[src/rtl/ledtimer.sv]
`timescale 1ns/1ps
// -----------------------------------------------------------------------------
// ledtimer -- free-running interval timer for the lab board.
//
// A prescaler divides mclk down to a tick. The tick period is
// BASE_DIV >> swt mclk cycles. Each tick advances an 8-bit binary LED count
// and a 4-digit BCD count. The BCD count is shown on a multiplexed 4-digit
// common-anode seven-segment display.
//
// Parameters:
//   BASE_DIV     mclk cycles per tick at swt=00 (multiple of 8, >= 8)
//   REFRESH_DIV  mclk cycles each display digit stays enabled (>= 1)
//
// Ports:
//   mclk   in   1  system clock, all logic on the rising edge
//   rst_n  in   1  synchronous active-low reset
//   swt    in   2  rate select (00 slowest ... 11 fastest, x8)
//   led    out  8  binary tick count, registered
//   seg    out  7  segment drive, active-low, seg[6]=g ... seg[0]=a, registered
//   an     out  4  digit enable, active-low, an[0]=ones digit, registered
// -----------------------------------------------------------------------------
module ledtimer #(
    parameter int BASE_DIV    = 10_000_000,
    parameter int REFRESH_DIV = 10_000
) (
    input  logic       mclk,
    input  logic       rst_n,
    input  logic [1:0] swt,
    output logic [7:0] led,
    output logic [6:0] seg,
    output logic [3:0] an
);

    localparam int PW = $clog2(BASE_DIV);
    localparam int RW = (REFRESH_DIV > 1) ? $clog2(REFRESH_DIV) : 1;

    // Terminal prescaler value for each rate; each fits in PW bits because
    // the largest is BASE_DIV-1.
    localparam logic [PW-1:0] TERM_00 = PW'(BASE_DIV - 1);
    localparam logic [PW-1:0] TERM_01 = PW'(BASE_DIV / 2 - 1);
    localparam logic [PW-1:0] TERM_10 = PW'(BASE_DIV / 4 - 1);
    localparam logic [PW-1:0] TERM_11 = PW'(BASE_DIV / 8 - 1);
    localparam logic [RW-1:0] RTERM   = RW'(REFRESH_DIV - 1);

    localparam logic [6:0] GLYPH_ZERO = 7'b1000000;
    localparam logic [3:0] AN_IDX0    = 4'b1110;

    // Active-low gfedcba glyph for one BCD digit; non-BCD codes blank.
    function automatic logic [6:0] glyph(input logic [3:0] d);
        case (d)
            4'd0:    glyph = 7'b1000000;
            4'd1:    glyph = 7'b1111001;
            4'd2:    glyph = 7'b0100100;
            4'd3:    glyph = 7'b0110000;
            4'd4:    glyph = 7'b0011001;
            4'd5:    glyph = 7'b0010010;
            4'd6:    glyph = 7'b0000010;
            4'd7:    glyph = 7'b1111000;
            4'd8:    glyph = 7'b0000000;
            4'd9:    glyph = 7'b0010000;
            default: glyph = 7'b1111111;
        endcase
    endfunction

    // One-cold digit enable for a scan index.
    function automatic logic [3:0] an_decode(input logic [1:0] i);
        case (i)
            2'd0:    an_decode = 4'b1110;
            2'd1:    an_decode = 4'b1101;
            2'd2:    an_decode = 4'b1011;
            default: an_decode = 4'b0111;
        endcase
    endfunction

    // State registers
    logic [PW-1:0]      pre;
    logic [1:0]         swt_q;
    logic [3:0][3:0]    bcd;      // bcd[0] = ones ... bcd[3] = thousands
    logic [RW-1:0]      rcnt;
    logic [1:0]         idx;

    // Next-state values
    logic [PW-1:0]      pre_next;
    logic [PW-1:0]      term;
    logic               changed;
    logic               tick;
    logic [3:0][3:0]    bcd_next;
    logic               carry;
    logic [RW-1:0]      rcnt_next;
    logic [1:0]         idx_next;

    // Prescaler: a switch change restarts the count and suppresses the tick
    // that would otherwise fall on that edge.
    // NOTE: every signal written in an always_comb gets a default before any
    // conditional assignment, so no path leaves it unassigned (no latch).
    always_comb begin
        term     = TERM_00;
        pre_next = pre + 1'b1;
        case (swt_q)
            2'b00:   term = TERM_00;
            2'b01:   term = TERM_01;
            2'b10:   term = TERM_10;
            default: term = TERM_11;
        endcase
        changed = (swt != swt_q);
        tick    = !changed && (pre == term);
        if (changed || tick) begin
            pre_next = '0;
        end
    end

    // Decimal increment with ripple carry; 9999 wraps to 0000.
    always_comb begin
        bcd_next = bcd;
        carry    = 1'b1;
        for (int i = 0; i < 4; i++) begin
            if (carry) begin
                if (bcd[i] == 4'd9) begin
                    bcd_next[i] = 4'd0;
                end else begin
                    bcd_next[i] = bcd[i] + 4'd1;
                    carry       = 1'b0;
                end
            end
        end
    end

    // Display scan: dwell REFRESH_DIV cycles per digit.
    always_comb begin
        rcnt_next = rcnt + 1'b1;
        idx_next  = idx;
        if (rcnt == RTERM) begin
            rcnt_next = '0;
            idx_next  = idx + 2'd1;
        end
    end

    // NOTE: clocked state uses non-blocking assignments so every register
    // samples the pre-edge values regardless of statement order.
    always_ff @(posedge mclk) begin
        if (!rst_n) begin
            pre   <= '0;
            swt_q <= swt;
            led   <= 8'h00;
            bcd   <= '0;
            rcnt  <= '0;
            idx   <= 2'd0;
            an    <= AN_IDX0;
            seg   <= GLYPH_ZERO;
        end else begin
            pre   <= pre_next;
            swt_q <= swt;
            if (tick) begin
                led <= led + 8'd1;
                bcd <= bcd_next;
            end
            rcnt  <= rcnt_next;
            idx   <= idx_next;
            // an moves together with the index; seg follows the digit that
            // was selected before this edge, so it trails an by one cycle.
            an    <= an_decode(idx_next);
            seg   <= glyph(bcd[idx]);
        end
    end

endmodule

[config.mk]
export PLATFORM = sky130hd
export DESIGN_NAME = ledtimer
export DESIGN_NICKNAME = d
export VERILOG_FILES = /design/src/rtl/ledtimer.sv
export SDC_FILE = /design/constraint.sdc
export NUM_CORES = 1
export LEC_CHECK = 0
export ABC_AREA = 1
export BUFFER_PORTS_ARGS = -buffer_cell sky130_fd_sc_hd__buf_2
export CAP_MARGIN = 10
export CORE_MARGIN = 4
export CORE_UTILIZATION = 30
export CTS_CLUSTER_DIAMETER = 40
export DETAILED_ROUTE_END_ITERATION = 8
export PLACE_DENSITY = 0.56
export SYNTH_ARGS = -nofsm -noshare
export SYNTH_HDL_FRONTEND = slang
export SYNTH_SLANG_ARGS = --single-unit
[constraint.sdc]
create_clock -name mclk -period 2.5 [get_ports mclk]
set_clock_uncertainty 0.15 [all_clocks]
set_input_delay 0.5 -clock mclk [delete_from_list [all_inputs] [get_ports mclk]]
set_output_delay 0.5 -clock mclk [all_outputs]
set_load 0.01 [all_outputs]
==> results of run 1 <==
per-layer routing:
metal / routed length [um] / track usage (%) / up-vias
li1: - / - / 2162
met5: 0 / 0 / -
met2: 4370 / 20.2 / 55
met4: 171 / 5.26 / 0
met3: 356 / 1.99 / 18
met1: 5210 / 16.9 / 1712
cell type report:
class / count / area [um^2]
Tap cell: 184 / 230
Clock buffer: 10 / 239
Inverter: 84 / 315
Fill cell: 1566 / 9470
Sequential cell: 77 / 1540
Timing Repair Buffer: 32 / 185
Clock inverter: 6 / 46.3
Multi-Input combinational cell: 482 / 2560
sequential cells by signal (all words and copies together) (netlist names):
signal / count
an: 4
swt_q: 2
led: 8
rcnt: 14
idx: 2
pre: 24
seg: 7
bcd: 16
how the worst max path moves through the flow:
stage	startpoint	to	slack, ps	cells after the start
3_5_place_dp	swt_q[0]$_DFF_P_	pre[21]$_SDFF_PP0_	110	10
2_1_floorplan	swt_q[0]$_DFF_P_	pre[20]$_SDFF_PP0_	340	12
5_1_grt	swt_q[0]$_DFF_P_	pre[20]$_SDFF_PP0_	20	12
3_3_place_gp	swt_q[0]$_DFF_P_	pre[17]$_SDFF_PP0_	160	10
6_report	swt_q[0]$_DFF_P_	pre[21]$_SDFF_PP0_	190	10
4_1_cts	swt_q[0]$_DFF_P_	pre[21]$_SDFF_PP0_	70	10
cell families after synthesis:
kind of cell	after synthesis	synth area share (%)
AO/OA/AOI/OAI	61	7.54
adder cells (fa/ha/maj)	14	3.89
AND/OR/NAND/NOR	375	39.1
flip-flops	77	34.3
buffers and inverters	97	8.82
XOR/XNOR	32	6.40
placed cells by master, fill, tap and decap left out, types with 9 or more instances in the layout:
cell       synthesis  routed
inv_1             79      79
nor2_1            87      87
dfxtp_1           77      77
xnor2_1           10      10
xor2_1            21      21
a21oi_1           32      32
o21ai_0           19      19
buf_2              8      22
nand3_1           40      40
nand4_1           26      26
clkbuf_16          0       9
nand2_1          163     163
nor3_1            12      12
ha_1              14      13
buf_4              2      10
worst max-delay path, stage by stage, from the launching register on:
cell and delay, ps:
dfxtp_1 310, buf_4 150, ha_1 270, xnor2_1 270, nand2_1 100, nor2_1 180, nand2_2 110, nor2_8 180
nand2_2 100, nand3_4 250, nor3b_1 90
stage by stage:
stage / setup slack [ps] / util [%] / power, mW
floorplan: 340 / - / 1.39
global placement: 159 / 33.1 / 1.42
detailed placement: 111 / 33.1 / 1.43
CTS: 68.6 / 35.1 / 2.70
global route: 19.6 / 35.1 / 2.75
finish: 190 / 35.1 / 2.64
power breakdown:
part	switching, mW	internal [mW]
Sequential	0.00412	1.23
Clock	0.542	0.704
Combinational	0.108	0.0526
Total	0.654	1.99
repair_timing:
item	4_1_cts	5_1_grt
setup buffers	0	0
resized for setup	0	1
setup endpoints to repair	0	39
==> summary by stage, run 1 <==
Clock tree
The count of H-tree levels built during CTS is 3. The clock buffer count from CTS is 9. The clock reaches the later pin of the worst-skew pair after 340 ps.

TritonCTS built the clock tree. The number of clock sinks is 77. Clock-pin slew was measured on the worst setup and hold paths at 60 ps.

The number of hold-repair buffers added at the cts stage is 0. CTS placed an instance of clkbuf_16 at the clock tree root. Counting along the longest clock path gives a buffer depth of 2.

Detailed routing
The post-detailed-route count of antenna-violating nets is 0. Before antenna repair, the detailed router went through 4 iterations. The number of DRC markers after the initial detailed-route iteration is 263. Dividing the detail-routed via count by the number of cells gives 4.51. The aggregate routed wire length is 10100 um. The via count is 3947. In the routed design, unresolved DRC markers number 0.

In the final routed layout, each cell accounts on average for 11.5 um.

Floorplanning
In this run the count of I/O pins placed on the die edge is 23. Measured along the x axis, the die boundary spans 130 um. The die covers 0.0170 mm^2. The total number of placement rows is 44. Once the floorplan was initialized, standard cells occupied 30.8% of the core. The overall die height is 130 um.

The floorplan core area is 0.0146 mm^2.

Power
The total power divided by cell area is 516 mW/mm^2. The worst-case vdd ir drop is 0.000316 V. The static leakage power is 2.13 nW.

STA
For the finished layout, the period the worst path requires is 2310 ps. The final number of hold-violating endpoints came to 0. The tightest hold path in the finished design has a slack of 154 ps. The final number of setup-violating endpoints is 0. At the pin with the least slew margin, the transition time is 484 ps. The share of the cycle needed by the critical path after routing is 92.4%. Setup repair after global routing left no endpoint under its margin.

The normalized max-slew margin is 67.5%. Adding up every negative setup slack in the final design gives 0 ps. For this run, the top clock speed supported by timing is 433 MHz.

The final count of pins violating max slew came to 0.

Layout
The fraction of layout cells with a size suffix above 1 is 12.7%. For this run, the post-layout net count is 704. Once layout is complete, the cells apart from fillers number 875. The area of all placed cells without fillers is 0.00512 mm^2. Compared with the post-synthesis result, the final layout area differs by 13.8%.

The diode insertion count for antenna repair is 0.

Synth
In the post-synthesis netlist, the cell with the most instances is nand2_1. The number of different library cells used by synthesis comes to 41. The number of storage elements in the synthesis netlist is 77. The post-synthesis area per instance is 6.86 um^2. The number of enable-type register cells in the synthesized netlist is 0. Summing the sequential cell areas from Yosys gives 34.3% of the chip area.

The cell area after synthesis is 0.00450 mm^2. After technology mapping, the gate count stands at 656. The top cell type by area accounts for 34.3% of the synthesized area. Counting instances in the post-synthesis netlist gives the leading cell types as nand2_1 (163), nor2_1 (87), inv_1 (79). Summed over all instances, the cell type with the most area after synthesis is dfxtp_1. The number of nets handed over by synthesis was 674. The async set-or-reset flop fraction in the synthesized netlist is 0%. Ranked by total cell area, the synthesized netlist is headed by dfxtp_1 (34%), nand2_1 (14%), nor2_1 (7.3%), inv_1 (6.6%), nand3_1 (4.5%). For this run, the leading register cell type out of synthesis is dfxtp_1. The total number of yosys warnings is 0.

Global routing
The wire length of the first global-routing pass is 17400 um. The global-route congestion overflow total is 0. The pin count of the biggest net entering global routing is 25.

Global routing used 12.6% of the available tracks. The via count of the first global-routing pass came to 3660. The initial antenna violation count was 0.

Worst setup path
The startpoint-to-endpoint class of the critical path is flop to flop. The worst-case reg-to-reg path depth is 10. The register-to-register path setup slack is 190 ps.

STA classifies the critical path endpoint as a flop. The startpoint class of the critical path is a flop. For the worst setup path, the data required time is 2560 ps. The reg-to-reg critical path endpoint is pre[21]$_SDFF_PP0_.

At the worst endpoint, the arrival time is 2370 ps. The startpoint identified for the worst register-to-register timing path is swt_q[0]$_DFF_P_. In this run the worst path has a maximum fanout of 24.

Placed design
The number of instances in the placed design is 859. The count of buffers added on input and output ports is 22. Routability-driven placement finished with a final weighted congestion of 0.835.

The instance area after placement is 0.00483 mm^2. The post-detailed-placement half-perimeter wirelength is 7540 um.

Flow run
The number of max-capacitance violations reported is 0.

Hold path
The worst hold path depth is 1. The destination of the worst hold path is swt_q[0]$_DFF_P_. The worst hold path begins at swt[0]. In this run the worst hold path is classified as input port to flop.

Outcome
The flow ran to the end, and the final reports show no timing, DRC or antenna violations.
Note: power is estimated with default switching activity, not from simulation.
==> inputs of run 2 (changes only) <==
Settings changed: CELL_PAD_IN_SITES_DETAIL_PLACEMENT set to 1, CELL_PAD_IN_SITES_GLOBAL_PLACEMENT set to 2, CTS_BUF_LIST set to sky130_fd_sc_hd__clkbuf_8, CTS_CLUSTER_SIZE set to 20, PLACE_DENSITY 0.56 to 0.81.
==> summary by stage, run 2 (same netlist as run 1, synthesis figures left out) <==
Detailed routing
The final routed DRC violation total is 0. In this run, the number of DRC markers left after iteration 0 of detailed routing was 164. For this block, the routed nets add up to 12700 um of wire.

The via count is 4249. The detailed-routing iteration count for the pre-antenna-repair pass is 4. The detail route stage leaves a number of antenna-violating nets equal to 0.

The final routed wire length divided by cell count is 14.4 um. The routed via count divided by cell count is 4.83.

STA
The transition time at the pin with the least slew margin is 540 ps. The setup TNS is 0 ps. The normalized max-slew margin is 64.0%. Hold timing on the final database bottoms out at a slack of 123 ps. The final count of pins violating max slew is 0.

The final number of hold-violating endpoints is 0. Based on the critical path, the design can be clocked at up to 440 MHz. Setup repair after global routing left no endpoint under its margin.

The final critical-path required period is 2270 ps. After layout, the worst path uses 90.8% of the clock period. Setup violations remaining at the end of the flow were counted as 0.

Clock tree
The number of clock sinks is 77. The CTS tree is built. The number of hold buffers added after CTS was 0. The clock buffer count from CTS is 9.

The number of buffers on the longest clock path is 2. The clock tree root buffer cell is clkbuf_8. The clock transition at the register clock pins on the worst setup and hold paths after CTS is 90 ps.

The clock latency of the later-clocked register in the worst-skew pair is 380 ps. The H-tree was split into 3 levels.

Worst setup path
The startpoint-to-endpoint class of the critical path is flop to flop. Data arrives at the worst endpoint at 2420 ps. The required time of the worst setup path is 2650 ps. Along the worst path, the maximum fanout reaches 16.

The worst setup path is launched from a flop. The element type at the critical path end is a flop.

Placed design
The post-detailed-placement half-perimeter wirelength is 9510 um. The number of placed instances, taps included, is 857. After detailed placement, the total cell area comes to 0.00482 mm^2.

At the end of routability-driven placement, the weighted congestion stood at 0.827. Port buffering added 22 buffers.

Power
Summed over all cells, the static leakage comes to 2.12 nW. Cell internal power was estimated by the tool at 1.66 mW. The fraction of power consumed by sequential logic is 53.7%. The power after layout is 2.31 mW.

The switching component of the power is 0.651 mW. Net switching is 28.2% of the power. For this design the ratio of total power to cell area is 450 mW/mm^2. The worst-case vdd ir drop is 0.000221 V. The combinational power share is 7.9%. The clock network accounts for 38.5% of the total power.

Floorplanning
In this run the horizontal extent of the chip is 130 um. The starting density of the core is 30.8%. The I/O pin count is 23. The die area is 0.0170 mm^2. The floorplan core area is 0.0146 mm^2. The total number of placement rows is 44. The overall die height is 130 um.

Outcome
The flow ran to the end, and the final reports show no timing, DRC or antenna violations.

Layout
The fraction of layout cells with a size suffix above 1 is 14.1%. At the end of the flow, the number of nets in the layout was 708. The area added between synthesis and finish is 13.9%. Once layout is complete, the cells apart from fillers number 879. The diode insertion count for antenna repair is 0. The top cell types in the final layout, fill and taps aside, are nand2_1 (163), nor2_1 (86), inv_1 (80). The commonest non-fill, non-tap cell in the layout is nand2_1.

The number of filler cells placed in the layout is 1860. More flip-flops sit in one register than any other, and that register is pre. The register with the most flip-flops in the layout has 24 of them. After routing the design area is 0.00512 mm^2. The largest registers in the layout are pre: 24 flops, bcd: 16 flops, rcnt: 14 flops.

Flow run
Max-cap violations in this run came to 0.

Global routing
The initial antenna violation count is 0. The global-route total usage across every layer is 15.2%. The pin count of the biggest net entering global routing is 25. For this run the aggregate overflow at the end of global routing stands at 0. The first global-routing pass estimated 20800 um of wire. The via count of the first global-routing pass is 4223.

Hold path
The tightest min-delay check is of the input port to flop type.
## run 2: critical path, stage by stage (launching register included)
cell,delay (ps)
dfxtp_1,670
nand2_1,120
a32oi_1,420
inv_1,160
ha_1,300
nand2_1,70
nand2_1,50
inv_1,70
nand2_1,50
a21oi_1,140
## run 2: power groups by stage
stage	logic [mW]	clock network, mW	registers, mW
floorplan	0.122	0	1.27
global placement	0.162	0	1.27
detailed placement	0.165	0	1.27
CTS	0.166	0.930	1.24
global route	0.203	0.980	1.24
finish	0.182	0.887	1.24
## run 2: what timing repair did
item	CTS	global route
resized for setup	1	11
cloned	0	3
pin swaps	0	3
setup endpoints to repair	24	44
buffers inserted	0	3
## run 2: final cells by class
cell class / count / area (um^2) / share of cell area (%)
flip-flops and latches: 77 / 1540 / 30.1
clock inverters: 7 / 50.0 / 0.977
inverters: 84 / 315 / 6.16
well taps: 184 / 230 / 4.50
multi-input cells: 485 / 2660 / 51.8
repair buffers: 33 / 205 / 4.01
clock buffers: 9 / 124 / 2.42
## run 2: per-stage QoR
step | worst slack, ps | util, %
finish | 229 | 35.1
global route | 2.49 | 35.1
CTS | 41.2 | 34.2
detailed placement | -27.5 | 33.0
global placement | 103 | 33.0
floorplan | 340 | -
## run 2: final timing paths
path	startpoint	to	slack, ps	cells after the start
setup reg to reg	idx[0]$_SDFF_PN0_	seg[3]$_SDFF_PN0_	230	9
setup / recovery	idx[0]$_SDFF_PN0_	seg[3]$_SDFF_PN0_	230	9
hold / removal	swt[1]	swt_q[1]$_DFF_P_	120	1
hold reg to reg	pre[0]$_SDFF_PP0_	pre[0]$_SDFF_PP0_	310	1
## run 2: metal layers
metal / vias up / GRT usage [%] / wire [um]
met5: - / 0 / 0
met4: 0 / 6.29 / 267
met3: 17 / 2.72 / 365
met2: 47 / 23.3 / 5730
met1: 2016 / 21.2 / 6300
li1: 2169 / - / -
